## src/rtl/fetch_pkg.sv

```systemverilog
// Shared definitions for the instruction fetch sequencer.
//   state_t          : fetch FSM states (FETCH, WAIT, HOLD)
//   DEFAULT_RESET_PC : default first fetch address after reset
//   INSTR_BYTES      : size of one instruction word in bytes
package fetch_pkg;

  typedef enum logic [1:0] {
    FETCH = 2'd0,
    WAIT  = 2'd1,
    HOLD  = 2'd2
  } state_t;

  localparam logic [31:0] DEFAULT_RESET_PC = 32'h0000_0000;
  localparam int unsigned INSTR_BYTES      = 32'd4;

endpackage

```

## src/rtl/fetch_sequencer_if.sv

```systemverilog
// Bus bundle between the fetch sequencer and its environment.
//   branch_taken/branch_addr           : redirect request and target
//   imem_req/imem_addr/imem_ready      : fetch request to instruction memory
//   imem_rvalid/imem_rdata             : read data return
//   instr_valid/instr/instr_pc         : held instruction to downstream
//   instr_ready                        : downstream consume handshake
//   pc_plus4                           : current PC + 4
// Modport master is the sequencer side, slave is the environment side.
interface fetch_sequencer_if #(
  parameter int DATA_WIDTH = 32
);

  logic                  branch_taken;
  logic [DATA_WIDTH-1:0] branch_addr;
  logic                  imem_req;
  logic [DATA_WIDTH-1:0] imem_addr;
  logic                  imem_ready;
  logic                  imem_rvalid;
  logic [DATA_WIDTH-1:0] imem_rdata;
  logic                  instr_valid;
  logic [DATA_WIDTH-1:0] instr;
  logic [DATA_WIDTH-1:0] instr_pc;
  logic                  instr_ready;
  logic [DATA_WIDTH-1:0] pc_plus4;

  modport master (
    input  branch_taken, branch_addr, imem_ready, imem_rvalid, imem_rdata, instr_ready,
    output imem_req, imem_addr, instr_valid, instr, instr_pc, pc_plus4
  );

  modport slave (
    output branch_taken, branch_addr, imem_ready, imem_rvalid, imem_rdata, instr_ready,
    input  imem_req, imem_addr, instr_valid, instr, instr_pc, pc_plus4
  );

endinterface

```

## src/rtl/fetch_pc_unit.sv

```systemverilog
// Program counter register with +4 incrementer and redirect mux.
//   clk, reset : clock and synchronous active-high reset
//   load       : advance pc to pc + 4
//   redirect   : load pc from target (takes priority over load)
//   target     : redirect address; low two bits are cleared on load
//   pc         : current program counter
//   pc_plus4   : pc + 4, combinational, wraps modulo 2^DATA_WIDTH
module fetch_pc_unit
  import fetch_pkg::*;
#(
  parameter int                    DATA_WIDTH = 32,
  parameter logic [DATA_WIDTH-1:0] RESET_PC   = DEFAULT_RESET_PC
) (
  input  logic                  clk,
  input  logic                  reset,
  input  logic                  load,
  input  logic                  redirect,
  input  logic [DATA_WIDTH-1:0] target,
  output logic [DATA_WIDTH-1:0] pc,
  output logic [DATA_WIDTH-1:0] pc_plus4
);

  // Clears the byte-offset bits so a redirect always lands on a word boundary.
  localparam logic [DATA_WIDTH-1:0] ALIGN_MASK = ~(DATA_WIDTH'(INSTR_BYTES - 32'd1));

  logic [DATA_WIDTH-1:0] pc_r;
  logic [DATA_WIDTH-1:0] pc_plus4_s;
  logic [DATA_WIDTH-1:0] target_aligned_s;

  assign pc_plus4_s       = pc_r + DATA_WIDTH'(INSTR_BYTES);
  assign target_aligned_s = target & ALIGN_MASK;
  assign pc               = pc_r;
  assign pc_plus4         = pc_plus4_s;

  // PC register: redirect wins over sequential advance.
  always_ff @(posedge clk) begin
    if (reset) begin
      pc_r <= RESET_PC;
    end else if (redirect) begin
      pc_r <= target_aligned_s;
    end else if (load) begin
      pc_r <= pc_plus4_s;
    end else begin
      pc_r <= pc_r;
    end
  end

endmodule

```

## src/rtl/fetch_sequencer.sv

```systemverilog
// Single-outstanding instruction fetch sequencer.
//   clk, reset : clock and synchronous active-high reset
//   bus        : fetch_sequencer_if master modport (redirect input,
//                instruction memory request/response, held instruction
//                handshake to downstream, pc_plus4)
// FETCH issues a request at pc; WAIT waits for the single outstanding
// response; HOLD presents the instruction until it is consumed or a
// redirect abandons it. A redirect while a response is still in flight
// sets squash so that stale data is dropped.
module fetch_sequencer
  import fetch_pkg::*;
#(
  parameter int                    DATA_WIDTH = 32,
  parameter logic [DATA_WIDTH-1:0] RESET_PC   = DEFAULT_RESET_PC
) (
  input  logic                 clk,
  input  logic                 reset,
  fetch_sequencer_if.master    bus
);

  state_t                state_r;
  state_t                state_s;
  logic                  squash_r;
  logic                  squash_s;
  logic                  capture_s;
  logic                  redirect_s;
  logic                  advance_s;
  logic                  instr_valid_r;
  logic [DATA_WIDTH-1:0] instr_r;
  logic [DATA_WIDTH-1:0] instr_pc_r;
  logic [DATA_WIDTH-1:0] pc_s;
  logic [DATA_WIDTH-1:0] pc_plus4_s;

  fetch_pc_unit #(
    .DATA_WIDTH (DATA_WIDTH),
    .RESET_PC   (RESET_PC)
  ) u_pc (
    .clk      (clk),
    .reset    (reset),
    .load     (advance_s),
    .redirect (redirect_s),
    .target   (bus.branch_addr),
    .pc       (pc_s),
    .pc_plus4 (pc_plus4_s)
  );

  // The request is gated by reset so nothing is issued during a reset cycle.
  assign bus.imem_req    = (state_r == FETCH) && !reset;
  assign bus.imem_addr   = pc_s;
  assign bus.pc_plus4    = pc_plus4_s;
  assign bus.instr_valid = instr_valid_r;
  assign bus.instr       = instr_r;
  assign bus.instr_pc    = instr_pc_r;

  // Next-state, squash and pc control decode.
  always_comb begin
    state_s    = state_r;
    squash_s   = squash_r;
    capture_s  = 1'b0;
    redirect_s = 1'b0;
    advance_s  = 1'b0;
    case (state_r)
      FETCH: begin
        if (bus.branch_taken) begin
          redirect_s = 1'b1;
          if (bus.imem_ready) begin
            // Request at the old pc was accepted; its data must be dropped.
            squash_s = 1'b1;
            state_s  = WAIT;
          end else begin
            state_s = FETCH;
          end
        end else if (bus.imem_ready) begin
          state_s = WAIT;
        end else begin
          state_s = FETCH;
        end
      end
      WAIT: begin
        if (bus.imem_rvalid) begin
          squash_s = 1'b0;
          if (bus.branch_taken) begin
            redirect_s = 1'b1;
            state_s    = FETCH;
          end else if (squash_r) begin
            state_s = FETCH;
          end else begin
            capture_s = 1'b1;
            state_s   = HOLD;
          end
        end else if (bus.branch_taken) begin
          redirect_s = 1'b1;
          squash_s   = 1'b1;
          state_s    = WAIT;
        end else begin
          state_s = WAIT;
        end
      end
      HOLD: begin
        if (bus.branch_taken) begin
          redirect_s = 1'b1;
          state_s    = FETCH;
        end else if (bus.instr_ready) begin
          advance_s = 1'b1;
          state_s   = FETCH;
        end else begin
          state_s = HOLD;
        end
      end
      default: begin
        state_s  = FETCH;
        squash_s = 1'b0;
      end
    endcase
  end

  // FSM state and squash flag.
  always_ff @(posedge clk) begin
    if (reset) begin
      state_r  <= FETCH;
      squash_r <= 1'b0;
    end else begin
      state_r  <= state_s;
      squash_r <= squash_s;
    end
  end

  // Held instruction registers; instr_valid tracks entry into HOLD.
  always_ff @(posedge clk) begin
    if (reset) begin
      instr_valid_r <= 1'b0;
      instr_r       <= '0;
      instr_pc_r    <= '0;
    end else begin
      instr_valid_r <= (state_s == HOLD);
      if (capture_s) begin
        instr_r    <= bus.imem_rdata;
        instr_pc_r <= pc_s;
      end else begin
        instr_r    <= instr_r;
        instr_pc_r <= instr_pc_r;
      end
    end
  end

endmodule

```

## src/flat_wrapper.sv

```systemverilog
// flat-port wrapper written by rule: the top's interface ports become plain ports
module fetch_sequencer_flat import fetch_pkg::*;
#(
  parameter int                    DATA_WIDTH = 32,
  parameter logic [DATA_WIDTH-1:0] RESET_PC   = DEFAULT_RESET_PC
)
  (clk, reset, bus_branch_taken, bus_branch_addr, bus_imem_ready, bus_imem_rvalid, bus_imem_rdata, bus_instr_ready, bus_imem_req, bus_imem_addr, bus_instr_valid, bus_instr, bus_instr_pc, bus_pc_plus4);
  fetch_sequencer_if #(.DATA_WIDTH(DATA_WIDTH)) bus_i ();
  input  logic clk;
  input  logic reset;
  input wire logic [$bits(bus_i.branch_taken)-1:0] bus_branch_taken;
  input wire logic [$bits(bus_i.branch_addr)-1:0] bus_branch_addr;
  input wire logic [$bits(bus_i.imem_ready)-1:0] bus_imem_ready;
  input wire logic [$bits(bus_i.imem_rvalid)-1:0] bus_imem_rvalid;
  input wire logic [$bits(bus_i.imem_rdata)-1:0] bus_imem_rdata;
  input wire logic [$bits(bus_i.instr_ready)-1:0] bus_instr_ready;
  output wire logic [$bits(bus_i.imem_req)-1:0] bus_imem_req;
  output wire logic [$bits(bus_i.imem_addr)-1:0] bus_imem_addr;
  output wire logic [$bits(bus_i.instr_valid)-1:0] bus_instr_valid;
  output wire logic [$bits(bus_i.instr)-1:0] bus_instr;
  output wire logic [$bits(bus_i.instr_pc)-1:0] bus_instr_pc;
  output wire logic [$bits(bus_i.pc_plus4)-1:0] bus_pc_plus4;
  assign bus_i.branch_taken = bus_branch_taken;
  assign bus_i.branch_addr = bus_branch_addr;
  assign bus_i.imem_ready = bus_imem_ready;
  assign bus_i.imem_rvalid = bus_imem_rvalid;
  assign bus_i.imem_rdata = bus_imem_rdata;
  assign bus_i.instr_ready = bus_instr_ready;
  assign bus_imem_req = bus_i.imem_req;
  assign bus_imem_addr = bus_i.imem_addr;
  assign bus_instr_valid = bus_i.instr_valid;
  assign bus_instr = bus_i.instr;
  assign bus_instr_pc = bus_i.instr_pc;
  assign bus_pc_plus4 = bus_i.pc_plus4;
  fetch_sequencer #(.DATA_WIDTH(DATA_WIDTH), .RESET_PC(RESET_PC)) u_core (.clk(clk), .reset(reset), .bus(bus_i));
endmodule
```

## config.mk

```make
export PLATFORM = sky130hd
export DESIGN_NAME = fetch_sequencer_flat
export DESIGN_NICKNAME = d
export VERILOG_FILES = /design/src/rtl/fetch_pkg.sv /design/src/rtl/fetch_sequencer_if.sv /design/src/rtl/fetch_pc_unit.sv /design/src/rtl/fetch_sequencer.sv /design/src/flat_wrapper.sv
export SDC_FILE = /design/constraint.sdc
export NUM_CORES = 1
export LEC_CHECK = 0
export BUFFER_PORTS_ARGS = -buffer_cell sky130_fd_sc_hd__buf_2
export CAP_MARGIN = 10
export CORE_MARGIN = 4
export CORE_UTILIZATION = 50
export DETAILED_ROUTE_END_ITERATION = 7
export GPL_ROUTABILITY_DRIVEN = 0
export PLACE_DENSITY = 0.81
export SYNTH_ARGS = -nofsm -noshare
export SYNTH_HDL_FRONTEND = slang
export SYNTH_HIERARCHICAL = 1
export SYNTH_SLANG_ARGS = --single-unit
```

## constraint.sdc

```tcl
create_clock -name clk -period 2.66 [get_ports clk]
set_input_delay 0.266 -clock clk [delete_from_list [all_inputs] [get_ports clk]]
set_output_delay 0.266 -clock clk [all_outputs]
set_load 0.02 [all_outputs]
```

==> flow_summary.yaml <==
logic_synthesis:
  syn_area_mm2: 0.00548
  synth_seq_area_share_pct: 35.8
  async_reset_ff_share_pct: 0
  avgSynthCellArea_um2: 8.92
  ys_seq_elements: 98
  synth_cell_types: 56
  synth_ff_type: "dfxtp_1"
  synth-edff-count: 0
  netlist_instances: 614
  ys_warn_count: 6
timing:
  period_needed_ps: 2500
  grt_setup_unrepaired: "true"
  final_hold_viol_count: 0
  max_freq_mhz: 400
  min_period_over_period_pct: 94.1
  fin_ws_ps: 158
  finClkSkew_ps: 12.6
  tightest_slew_ps: 736
  finalSetupViolations: 0
  slew_viol_final: 0
  slew_headroom_pct: 51.0
placement:
  dpl_worst_slack_ps: 295
  io_buffers: 193
  dp.cells: 916
  dpl_cell_area_mm2: 0.00655
  dpl.hpwl_mm: 11.3
detailed_routing:
  first_iter_violations: 394
  route.detailed.drc: 0
  vias: 5087
  drt_pass1_iterations: 5
  drtAntennaViolNets: 0
  routed_wl_mm: 15.2
  wl_met3_mm: 1.06
  wire_per_inst_um: 16.3
  met1_length_mm: 6.43
  viasPerCell: 5.46
  highest_layer: "met4"
  dr_wl_met2_mm: 7.46
finish:
  fin_cells: 931
  seq_area_mm2: 0.00197
  utilization_pct: 64.4
  multiInputGateArea_mm2: 0.00321
  fin_nets: 862
  final_common_cell: "buf_2"
  layout_common_cells: "buf_2 (192), nand2b_1 (129), dfxtp_1 (95)"
  design_area_mm2: 0.00676
  syn2layout_area_growth_pct: 23.4
  fillers: 900
  n_antenna_cell: 0
  final_layout_size_suffix_gt1_share_pct: 32.6
floorplanning:
  floorplan.die_area_mm2: 0.0127
  io_pins: 200
  initial_core_util_pct: 52.1
  coreArea_mm2: 0.0105
  die_h_um: 113
  rows: 37
  fp.dieW_um: 113
setup_path:
  reg2reg_slack_ps: 280
  rr_worst_depth: 6
  crit_type: "reg -> out"
  r2r-start: "u_core/state_r[1]"
  crit_buf_inv: 1
  crit_path_end_kind: "primary output"
  cpLargestDelayFamily: "simple AND/OR/NAND/NOR gates"
  crit_fanout: 7
  cp-start-kind: "flip-flop"
  slowest_stage: "dfxtp_1"
  reg2reg_to: "u_core/u_pc/pc[23]"
  worstPathRequired_ps: 2390
  worstPathCellList: "nand4_1 > nor4_4 > nand2_1 > xnor2_1 > buf_2"
  startpoint: "u_core/u_pc/pc[13]"
  arrival_ps: 2240
  crit_path_max_incr_delay_ps: 530
cts:
  cts_buffer_depth: 2
  clkSinkCount: 98
  clock_latency_ps: 350
  cts_made_buffers: 9
  clk_pin_slew_ps: 90
  cts_setup_buffers: 0
  htreeDepth: 3
  cts.root.buffer_cell: "clkbuf_8"
  tritoncts: "yes"
global_routing:
  grt_pass1_vias: 4900
  grt_pass1_wl_mm: 24.3
  antenna_found_initial: 0
  grt_overflow: 0
  grt_max_degree: 77
  grt_usage_pct: 23.1
power:
  peakVddDrop_uv: 339
  cellLeakagePower_nw: 2.88
  totalPowerFinal_mw: 3.08
  power_density_mw_per_mm2: 456
min_path:
  hold_path_end: "u_core/u_pc/pc[3]"
  hold_path_class: "in -> reg"
  whs_path_depth: 3
  hp-start: "bus_branch_addr[3]"
job:
  max_cap_violations: 0
status:
  status: "complete, no violations"
[power breakdown]
| part | leakage (nW) | switching [mW] | internal [mW] |
|---|---|---|---|
| Sequential | 0.799 | 0.0750 | 1.52 |
| Clock | 0.0941 | 0.506 | 0.452 |
| Combinational | 1.98 | 0.309 | 0.225 |
| Total | 2.88 | 0.890 | 2.20 |
[logic make-up after synthesis]
family	synth area share, %
simple gates	31.2
xor+xnor	6.39
other cells	0.0684
fa+ha+maj	0.228
flops	35.8
buf+inv	6.53
compound gates	7.67
mux	12.1
[stage by stage]
stage | hold WS, ps | TNS, ps
3_5_place_dp | 454 | 0
6_report | 150 | 0
4_1_cts | 128 | 0
2_1_floorplan | 409 | 0
5_1_grt | 143 | -13.8
3_3_place_gp | 440 | 0
[metal layers]
layer  vias to the layer above  global-route usage [%]
li1                       2472                       -
met1                      2379                    30.1
met2                       220                    38.7
met3                        16                    3.56
met4                         0                    8.33
met5                         -                       0
[timing repair]
item,4_1_cts,5_1_grt
endpoints found under the setup margin,2,3
resized for setup,2,4
hold buffers,0,0
[worst min-delay path, cell delays in order]
cell     delay [ps]
buf_2            80
a21oi_1          60
nor2_1           70
[cells in the mapped netlist, types with 5 or more instances]
library cell / number / area [um^2]
a2111oi_0: 5 / 43.8
a211oi_1: 15 / 113
a21oi_1: 9 / 45.0
and3_1: 8 / 50.1
and4_1: 9 / 78.8
buf_2: 9 / 45.0
buf_4: 8 / 60.1
clkbuf_1: 30 / 113
dfxtp_1: 98 / 1960
inv_1: 14 / 52.6
mux2i_1: 66 / 661
nand2_1: 23 / 86.3
nand2b_1: 129 / 807
nand3_1: 21 / 105
nand4_1: 15 / 93.8
nor2_1: 31 / 116
nor3_1: 11 / 55.1
nor4_1: 11 / 68.8
o21ai_0: 6 / 30.0
xnor2_1: 22 / 193
xor2_1: 18 / 158
[registers in the layout (all words and copies together), names as in the netlist]
signal	cells
u_core/bus.instr	32
u_core/bus.instr_pc	32
u_core/bus.instr_valid	1
u_core/squash_r	1
u_core/state_r	2
u_core/u_pc/pc	30
[layout make-up]
cell class / count / share of cell area (%)
clock buffer: 10 / 2.04
clock inverter: 5 / 0.814
inverter: 14 / 0.777
multi-input combinational: 449 / 47.4
sequential: 98 / 29.1
tap: 136 / 2.52
timing repair buffer: 219 / 17.4
[worst max-delay path by stage]
stage / to / slack [ps] / cells after the start
2_1_floorplan: bus_pc_plus4[30] / 200 / 6
3_3_place_gp: bus_pc_plus4[30] / 320 / 7
3_5_place_dp: u_core/u_pc/pc[23] / 300 / 6
4_1_cts: bus_pc_plus4[31] / 20 / 5
5_1_grt: bus_pc_plus4[30] / -10 / 7
6_report: bus_pc_plus4[22] / 160 / 5
No activity file was read; power rests on OpenSTA's default activity.
